File: config.mk
export PLATFORM = sky130hd
export DESIGN_NAME = seg7_capture_decoder_flat
export DESIGN_NICKNAME = d
export VERILOG_FILES = /design/src/rtl/seg7_capture_decoder_if.sv /design/src/rtl/seg7_capture_decoder.sv /design/src/flat_wrapper.sv
export SDC_FILE = /design/constraint.sdc
export NUM_CORES = 1
export LEC_CHECK = 0
export ABC_CLOCK_PERIOD_IN_PS = 2300
export CORE_AREA = 5 5 88 90
export CTS_CLUSTER_SIZE = 12
export DETAILED_ROUTE_END_ITERATION = 8
export DIE_AREA = 0 0 93 95
export SETUP_SLACK_MARGIN = 0.15
export SLEW_MARGIN = 20
export SYNTH_ARGS = -nofsm -noshare
export SYNTH_HDL_FRONTEND = slang
export SYNTH_SLANG_ARGS = --single-unit
File: constraint.sdc
create_clock -name clk -period 2.3 [get_ports clk]
set_input_delay 0.23 -clock clk [delete_from_list [all_inputs] [get_ports clk]]
set_output_delay 0.23 -clock clk [all_outputs]
set_load 0.03 [all_outputs]
File: src/rtl/seg7_capture_decoder_if.sv
// rtl/seg7_capture_decoder_if.sv - display bus and capture results for seg7_capture_decoder (SEG7_ERR_COUNT_EN adds err_cnt)
interface seg7_capture_decoder_if #(
  parameter int NUM_DIGITS = 2
);
  logic [6:0]              seg_in;
  logic [NUM_DIGITS-1:0]   dig_en;
  logic [4*NUM_DIGITS-1:0] digits;
  logic [NUM_DIGITS-1:0]   digit_valid;
  logic                    upd;
  logic [2:0]              upd_idx;
  logic                    bad;
`ifdef SEG7_ERR_COUNT_EN
  logic [7:0]              err_cnt;
`endif

  // Display driver side: drives the multiplexed bus, observes the recovered digits.
  modport master (
    output seg_in,
    output dig_en,
    input  digits,
    input  digit_valid,
    input  upd,
    input  upd_idx,
    input  bad
`ifdef SEG7_ERR_COUNT_EN
    , input err_cnt
`endif
  );

  // Decoder side: watches the bus, reports the recovered digits.
  modport slave (
    input  seg_in,
    input  dig_en,
    output digits,
    output digit_valid,
    output upd,
    output upd_idx,
    output bad
`ifdef SEG7_ERR_COUNT_EN
    , output err_cnt
`endif
  );
endinterface

File: src/rtl/seg7_capture_decoder.sv
// rtl/seg7_capture_decoder.sv - debounced 7-segment bus capture to hex nibbles (SEG7_ERR_COUNT_EN adds err_cnt)
module seg7_capture_decoder #(
  parameter int NUM_DIGITS    = 2,
  parameter int STABLE_CYCLES = 4
) (
  input logic                   clk,
  input logic                   reset,
  seg7_capture_decoder_if.slave bus
);

  localparam int CW = $clog2(STABLE_CYCLES + 1);
  localparam int SW = NUM_DIGITS + 7;
  localparam logic [CW-1:0] STABLE_C = CW'(STABLE_CYCLES);
  localparam logic [CW-1:0] ONE_C    = CW'(1);

  typedef enum logic [1:0] {IDLE, SETTLE, HOLD} state_t;

  state_t                  state;
  logic [CW-1:0]           count;
  logic [SW-1:0]           s_q;
  logic [SW-1:0]           s_prev;
  logic [4*NUM_DIGITS-1:0] digits_q;
  logic [NUM_DIGITS-1:0]   valid_q;
  logic                    upd_q;
  logic                    bad_q;
  logic [2:0]              idx_q;

  logic [NUM_DIGITS-1:0]   s_dig;
  logic [6:0]              s_seg;
  logic                    legal;
  logic                    same;
  logic [2:0]              idx;
  logic [CW-1:0]           ncount;
  logic                    capture;
  logic [4:0]              dec;

  // Segment pattern to {legal, nibble}; anything outside the hex font is illegal.
  function automatic logic [4:0] decode(input logic [6:0] seg);
    case (seg)
      7'h7E:   decode = {1'b1, 4'h0};
      7'h30:   decode = {1'b1, 4'h1};
      7'h6D:   decode = {1'b1, 4'h2};
      7'h79:   decode = {1'b1, 4'h3};
      7'h33:   decode = {1'b1, 4'h4};
      7'h5B:   decode = {1'b1, 4'h5};
      7'h5F:   decode = {1'b1, 4'h6};
      7'h70:   decode = {1'b1, 4'h7};
      7'h7F:   decode = {1'b1, 4'h8};
      7'h7B:   decode = {1'b1, 4'h9};
      7'h77:   decode = {1'b1, 4'hA};
      7'h1F:   decode = {1'b1, 4'hB};
      7'h4E:   decode = {1'b1, 4'hC};
      7'h3D:   decode = {1'b1, 4'hD};
      7'h4F:   decode = {1'b1, 4'hE};
      7'h47:   decode = {1'b1, 4'hF};
      default: decode = 5'h00;
    endcase
  endfunction

  // Register the raw bus once and keep the previous sample for stability comparison.
  always_ff @(posedge clk) begin
    if (reset) begin
      s_q    <= '0;
      s_prev <= '0;
    end else begin
      s_q    <= {bus.dig_en, bus.seg_in};
      s_prev <= s_q;
    end
  end

  // Strobe legality, digit index, and the stability count this edge would produce.
  always_comb begin
    s_dig = s_q[SW-1:7];
    s_seg = s_q[6:0];
    legal = $onehot(s_dig);
    same  = (s_q == s_prev);
    idx   = 3'd0;
    for (int i = 0; i < NUM_DIGITS; i++) begin
      if (s_dig[i]) idx = 3'(i);
    end
    if (!legal)
      ncount = '0;
    else if (!same || state == IDLE)
      ncount = ONE_C;
    else if (state == HOLD || count >= STABLE_C)
      ncount = count;
    else
      ncount = count + ONE_C;
    // A held pattern is never re-captured; any other path captures when the run reaches the threshold.
    capture = legal && !(state == HOLD && same) && (ncount == STABLE_C);
    dec     = decode(s_seg);
  end

  // Settle/hold FSM with registered capture results; only the strobed digit is ever written.
  always_ff @(posedge clk) begin
    if (reset) begin
      state    <= IDLE;
      count    <= '0;
      digits_q <= '0;
      valid_q  <= '0;
      upd_q    <= 1'b0;
      bad_q    <= 1'b0;
      idx_q    <= 3'd0;
    end else begin
      upd_q <= 1'b0;
      bad_q <= 1'b0;
      count <= ncount;
      case (state)
        IDLE:    state <= legal ? (capture ? HOLD : SETTLE) : IDLE;
        SETTLE:  state <= !legal ? IDLE : (capture ? HOLD : SETTLE);
        HOLD:    state <= same ? HOLD : (!legal ? IDLE : (capture ? HOLD : SETTLE));
        default: state <= IDLE;
      endcase
      if (capture) begin
        idx_q <= idx;
        if (dec[4]) upd_q <= 1'b1;
        else        bad_q <= 1'b1;
        for (int i = 0; i < NUM_DIGITS; i++) begin
          if (3'(i) == idx) begin
            valid_q[i] <= dec[4];
            if (dec[4]) digits_q[4*i +: 4] <= dec[3:0];
          end
        end
      end
    end
  end

`ifdef SEG7_ERR_COUNT_EN
  logic [7:0] err_q;

  // Saturating count of rejected stable patterns, cleared only by reset.
  always_ff @(posedge clk) begin
    if (reset)
      err_q <= 8'h00;
    else if (capture && !dec[4] && err_q != 8'hFF)
      err_q <= err_q + 8'h01;
  end

  assign bus.err_cnt = err_q;
`endif

  assign bus.digits      = digits_q;
  assign bus.digit_valid = valid_q;
  assign bus.upd         = upd_q;
  assign bus.bad         = bad_q;
  assign bus.upd_idx     = idx_q;

endmodule

File: src/flat_wrapper.sv
// flat-port wrapper written by rule: the top's interface ports become plain ports
module seg7_capture_decoder_flat 
#(
  parameter int NUM_DIGITS    = 2,
  parameter int STABLE_CYCLES = 4
)
  (clk, reset, bus_seg_in, bus_dig_en, bus_digits, bus_digit_valid, bus_upd, bus_upd_idx, bus_bad);
  seg7_capture_decoder_if #(.NUM_DIGITS(NUM_DIGITS)) bus_i ();
  input logic clk;
  input logic reset;
  input wire logic [$bits(bus_i.seg_in)-1:0] bus_seg_in;
  input wire logic [$bits(bus_i.dig_en)-1:0] bus_dig_en;
  output wire logic [$bits(bus_i.digits)-1:0] bus_digits;
  output wire logic [$bits(bus_i.digit_valid)-1:0] bus_digit_valid;
  output wire logic [$bits(bus_i.upd)-1:0] bus_upd;
  output wire logic [$bits(bus_i.upd_idx)-1:0] bus_upd_idx;
  output wire logic [$bits(bus_i.bad)-1:0] bus_bad;
  assign bus_i.seg_in = bus_seg_in;
  assign bus_i.dig_en = bus_dig_en;
  assign bus_digits = bus_i.digits;
  assign bus_digit_valid = bus_i.digit_valid;
  assign bus_upd = bus_i.upd;
  assign bus_upd_idx = bus_i.upd_idx;
  assign bus_bad = bus_i.bad;
  seg7_capture_decoder #(.NUM_DIGITS(NUM_DIGITS), .STABLE_CYCLES(STABLE_CYCLES)) u_core (.clk(clk), .reset(reset), .bus(bus_i));
endmodule
; ---- Word level (Yosys, flattened, before mapping)
; Index checks and enable logic that the tools add are counted.
; Widths: inputs -> output; s select.
[totals]
register_bits = 38
latch_bits = 0
ramBits = 0
mem_bits_ro = 0
wordCells = 63
mem_count = 0
[op_classes]
addsub = 2
n_mul = 0
div = 0
order_cmp = 1
eq_ne = 22
shift = 0
n_mux = 11
bitwise_logic = 1
n_reduce_logical = 15
[ops]
columns = op, count
row1 = $eq 7x7->1 const B, 12
row2 = $pmux 5 s16, 1
row3 = $eq 7x6->1 const B, 3
row4 = $eq 9x9->1, 1
row5 = $mux 3, 3
row6 = $eq 7x5->1 const B, 1
row7 = $mux 2, 3
row8 = $reduce_and 3->1, 2
row9 = $eq 2x1->1 const B, 2
row10 = $pmux 2 s2, 1
row11 = $reduce_and 2->1, 2
row12 = $reduce_or 2->1, 2
row13 = $add 3x1->3 const B, 1
row14 = $eq 3x3->1 const B, 1
row15 = $ge 3x3->1 const B, 1
row16 = $logic_and 1x1->1, 3
row17 = $logic_not 3->1, 1
row18 = $mux 1, 3
row19 = $add 1x1->2, 1
row20 = $eq 2x2->1 const B, 1
row21 = $logic_not 1->1, 2
row22 = $logic_not 2->1, 1
row23 = $logic_or 1x1->1, 2
row24 = $eq 1x1->1 const A, 1
row25 = $not 1->1, 1

; ---- Logic depth before layout (Yosys ltp)
; Gate-level depths: netlist of the first run.
[logic_depth]
depth_word = 11
depth_mapped = 8

; ---- Least setup slack after synthesis of the first run
; OpenSTA, ideal clock, no wires.
[synth_timing]
path_kind = register -> register
start = reg u_core.count[0]
end = reg u_core.digits_q[4] (netlist: u_core.bus.digits[4])
setup_ps = 72
arrival_ps = 1981
required_time_ps = 2228
path_slack_ps = 247
path_stages_with_launch = 6
n_path_buf = 0
period_less_slack_ps = 2053
path_cell_list = dfxtp_1 > ha_1 > or4_1 > a21o_1 > a2111oi_4 > mux2i_1
[synth_via]
elab_chain_cells = 8
word_cells_on_any_way = 9
cone_classes = 1 x add/sub / 1 x order compare / 1 x eq/ne / 3 x mux / 3 x reduce/logical
[synth_lines]
columns = item, line
row1 = start: declaration, seg7_capture_decoder.sv:19  ; logic [CW-1:0] count;
row2 = start signal: assignment, seg7_capture_decoder.sv:107  ; count <= ncount;
row3 = $ge 3x3->1, seg7_capture_decoder.sv:85  ; else if (state == HOLD || count >= STABLE_C)
row4 = $logic_or 1x1->1, seg7_capture_decoder.sv:85
row5 = $mux 3 (*), seg7_capture_decoder.sv:85
row6 = $mux 3 (*), seg7_capture_decoder.sv:83  ; else if (!same || state == IDLE)
row7 = $mux 3 (*), seg7_capture_decoder.sv:81  ; if (!legal)
row8 = $eq 3x3->1 (*), seg7_capture_decoder.sv:90  ; capture = legal && !(state == HOLD && same) && (ncount == STABLE_C);
row9 = $logic_and 1x1->1 (*), seg7_capture_decoder.sv:90
row10 = $reduce_and 3->1 (no line) (*), n/a
row11 = end signal: indexed assignment, seg7_capture_decoder.sv:121  ; if (dec[4]) digits_q[4*i +: 4] <= dec[3:0];
row12 = end: declaration, seg7_capture_decoder.sv:22  ; logic [4*NUM_DIGITS-1:0] digits_q;
; Mark *: on every way between the ends. The rest lies on a longest branch, timed or not.
; A chain may end at the register's enable or synchronous reset.

; ---- Final worst setup path of the first run
[layout_timing]
start = reg u_core.count[1]
end = reg u_core.digits_q[4] (netlist: u_core.bus.digits[4])
; The elaborated chain is that of the path after synthesis.

==> insert_results.sql, run 1 <==
INSERT INTO impl_metrics (metric_group, metric, value, unit) VALUES
('finish', 'multi_input_comb_area', '1096', 'sq um'),
('clocking', 'cts_htree_levels', '2', ''),
('global_route', 'grt_max_degree', '31', ''),
('finish', 'final-seq-area', '733.2', 'sq um'),
('global_route', 'global_route.usage.total', '9.600', '%'),
('drt', 'drt-wirelength-per-cell', '13.34', 'microns'),
('yosys', 'ys_async_sr_fraction', '0', '%'),
('clocking', 'ctsHoldBuffers', '0', ''),
('pwr', 'netSwitchingFraction', '24.37', '%'),
('run_status', 'outcome', 'finished, final reports clean', ''),
('pwr', 'power_switching', '0.3057', 'mW'),
('critical_path', 'required', '2.52', 'ns'),
('timing', 'worst_case_hold_slack', '0.4788', 'ns'),
('yosys', 'post_synth_main_area_contributors', 'sky130_fd_sc_hd__dfxtp_1 (39%), sky130_fd_sc_hd__nor2b_1 (6.7%), sky130_fd_sc_hd__xor2_1 (3.7%), sky130_fd_sc_hd__a21o_1 (2.4%), sky130_fd_sc_hd__nand2b_1 (2.3%)', ''),
('timing', 'slew_viol_final', '0', ''),
('clocking', 'clock_path_buffers', '2', ''),
('finish', 'layout.filler_cells', '734', ''),
('global_route', 'gr-total-overflow', '0', ''),
('yosys', 'post-synth-top-area-fraction', '38.50', '%'),
('pwr', 'share_seq_of_total_power', '53.6', '%'),
('yosys', 'share_of_synthesized_cell_area_in_full_adder_half_adder_and_majority_cells', '0.6684', '%'),
('die', 'coreArea', '6982', 'sq um'),
('die', 'dieArea', '8835', 'sq um'),
('critical_path', 'critPathMaxFanout', '5', ''),
('yosys', 'yosysSeqAreaShare', '38.50', '%'),
('finish', 'count_of_nets_after_finishing', '236', ''),
('yosys', 'post_synth_xor_area_fraction', '4.679', '%'),
('timing', 'fin_skew', '0.004479', 'ns'),
('timing', 'rsz0062_at_grt', 'true', ''),
('critical_path', 'timing.critical_path.to_type', 'register', ''),
('timing', 'setup_viol', '0', ''),
('yosys', 'ys_warn_count', '0', ''),
('drt', 'ant_nets', '0', ''),
('pwr', 'ir_worst_vdd', '0.2624', 'mV'),
('timing', 'setup_tns', '0', 'ns'),
('yosys', 'synth_seq_cells', '36', ''),
('timing', 'slew-limit-headroom', '53.90', '%'),
('pwr', 'p_per_area', '540.9', 'nW/um^2'),
('yosys', 'syn_avg_cell_area', '9.359', 'sq um'),
('finish', 'post_route_cells_drive_above_1_share', '15.56', '%'),
('finish', 'flow.area_growth_from_synthesis', '23.93', '%'),
('drt', 'first_pass_iteration_count_of_the_detailed_router', '4', ''),
('pwr', 'p_int', '0.9490', 'mW'),
('yosys', 'cell_area_after_technology_mapping', '1872', 'sq um'),
('clocking', 'numCtsBuffers', '5', ''),
('timing', 'timing_worst_slew_pin_value', '0.6842', 'ns'),
('drt', 'route.met3.wl', '239', 'microns'),
('yosys', 'synth-compound-area-share', '21.39', '%'),
('yosys', 'dominant_combinational_cell_family_by_area_after_synthesis', 'simple AND/OR/NAND/NOR gates', ''),
('die', 'floorplan.die.height', '95', 'microns'),
('finish', 'layout.cells.most_common', 'sky130_fd_sc_hd__dfxtp_1', ''),
('hold_path', 'hold_path_class', 'register to register', ''),
('critical_path', 'startpoint_type', 'register', ''),
('pwr', 'pwr-share-comb', '9.9', '%'),
('pwr', 'static_power_due_to_leakage', '0.7851', 'nW'),
('yosys', 'fraction_of_the_mapped_netlist_area_in_simple_logic_gates', '27.01', '%'),
('drt', 'first_iter_violations', '67', ''),
('place', 'port_buffers', '23', ''),
('drt', 'remaining_drc_errors', '0', ''),
('finish', 'layout.cells.most_common_list', 'sky130_fd_sc_hd__dfxtp_1 (28), sky130_fd_sc_hd__clkdlybuf4s50_1 (23), sky130_fd_sc_hd__nor2b_1 (20)', ''),
('flow_run', 'max-cap-violations', '0', ''),
('drt', 'route.layer.met1.wl', '2.044', 'mm'),
('critical_path', 'arrival_time_of_data_at_the_critical_path_endpoint', '2.31', 'ns'),
('yosys', 'synth.distinct_cells', '59', ''),
('critical_path', 'timing_worst_setup_path_type', 'register to register', ''),
('finish', 'final_core_utilization', '33.23', '%'),
('die', 'placement_rows', '31', ''),
('timing', 'finalHoldViolCount', '0', ''),
('drt', 'postRouteWirelength', '4.096', 'mm'),
('place', 'placer_congestion', '0.7763', ''),
('drt', 'via_count', '1532', '');
worst max-delay path, stage by stage, from the launching register on:
cell	delay, ns
sky130_fd_sc_hd__dfxtp_2	0.38
sky130_fd_sc_hd__ha_4	0.21
sky130_fd_sc_hd__or4_4	0.55
sky130_fd_sc_hd__a21o_4	0.26
sky130_fd_sc_hd__a2111oi_4	0.39
sky130_fd_sc_hd__mux2i_1	0.23
power groups by stage:
| stage | clock network (mW) | registers [mW] | logic [mW] |
|---|---|---|---|
| 2_1_floorplan | 0 | 0.666 | 0.103 |
| 3_3_place_gp | 0 | 0.684 | 0.121 |
| 3_5_place_dp | 0 | 0.685 | 0.121 |
| 4_1_cts | 0.475 | 0.671 | 0.121 |
| 5_1_grt | 0.509 | 0.676 | 0.138 |
| 6_report | 0.458 | 0.672 | 0.124 |
registers in the layout, indices dropped and copies added, names as in the netlist, 2 cells and up:
signal and flops:
u_core.count 3, u_core.state 2, u_core.bus.digit_valid 2, u_core.s_q 9, u_core.s_prev 9, u_core.bus.digits 8
final timing paths:
check / from / to / slack (ns) / cells after the start
setup / recovery: u_core.count[1] / u_core.bus.digits[4] / 0.21 / 5
hold / removal: u_core.bus.digits[0] / u_core.bus.digits[0] / 0.48 / 2
setup reg to reg: u_core.count[1] / u_core.bus.digits[4] / 0.21 / 5
hold reg to reg: u_core.bus.digits[0] / u_core.bus.digits[0] / 0.48 / 2
through the flow:
step,setup slack [ns],std cells,power [mW],cell area [sq um]
after detailed placement,0.1061,298,0.8061,2178
after CTS,0.1729,306,1.267,2270
after global routing,0.1349,307,1.323,2320
after global placement,0.1560,298,0.8049,2178
final,0.2058,307,1.255,2320
after floorplan,0.2474,201,0.7686,1876
routing by layer:
| layer | GRT usage [%] | vias to the layer above |
|---|---|---|
| met5 | 0 | - |
| met4 | 3.175 | 0 |
| met3 | 3.426 | 8 |
| met2 | 14.58 | 51 |
| met1 | 12.66 | 693 |
| li1 | - | 780 |
area by class of cell:
type / count / share of cell area (%)
multi-input combinational: 148 / 47.25
sequential: 36 / 31.61
timing repair buffer: 31 / 12.51
tap: 82 / 4.423
clock buffer: 8 / 3.884
inverter: 2 / 0.3236
cells by family (layout without fill, tap and decap cells):
group | Yosys count | in the layout
adder cells (fa/ha/maj) | 1 | 1
buffers and inverters | 17 | 41
AO/OA/AOI/OAI | 51 | 51
XOR/XNOR | 10 | 10
AND/OR/NAND/NOR | 79 | 79
multiplexers | 5 | 5
flip-flops | 36 | 36
other | 1 | 2
synth_stat cells, drive strengths merged (2+ instances only):
cell     number
nor2b        20
nor2          9
and4          2
nand4         4
inv           2
mux2i         4
o22ai         3
xor2          8
a21o          6
dfxtp        36
a31oi         4
a211oi        3
and3b         2
nand4b        2
nand2b        7
o2111ai       2
a21oi         8
xnor2         2
nor3          4
nand2         7
o21ai        11
clkbuf        5
a22oi         2
nand3b        2
o41ai         2
nand3         4
or4           2
buf          10
a311oi        3
nand4bb       3
nor4          2
repair_timing:
item,CTS,global route
resized for setup,1,13
cloned,0,0
endpoints found under the setup margin,2,9
setup buffers,0,1
pin swaps,1,4
endpoints found under the hold margin,0,0
Power figures use the tool's default switching activity.
==> inputs of run 2 (changes only) <==
TNS_END_PERCENT = 100   (was not set)
==> results of run 2 <==
The final DEF is identical to that of run 1; final timing and power are the same.
==> inputs of run 3 (changes only) <==
CAP_MARGIN = 20   (was not set)
==> results of run 3 <==
The final DEF is identical to that of run 1; final timing and power are the same.
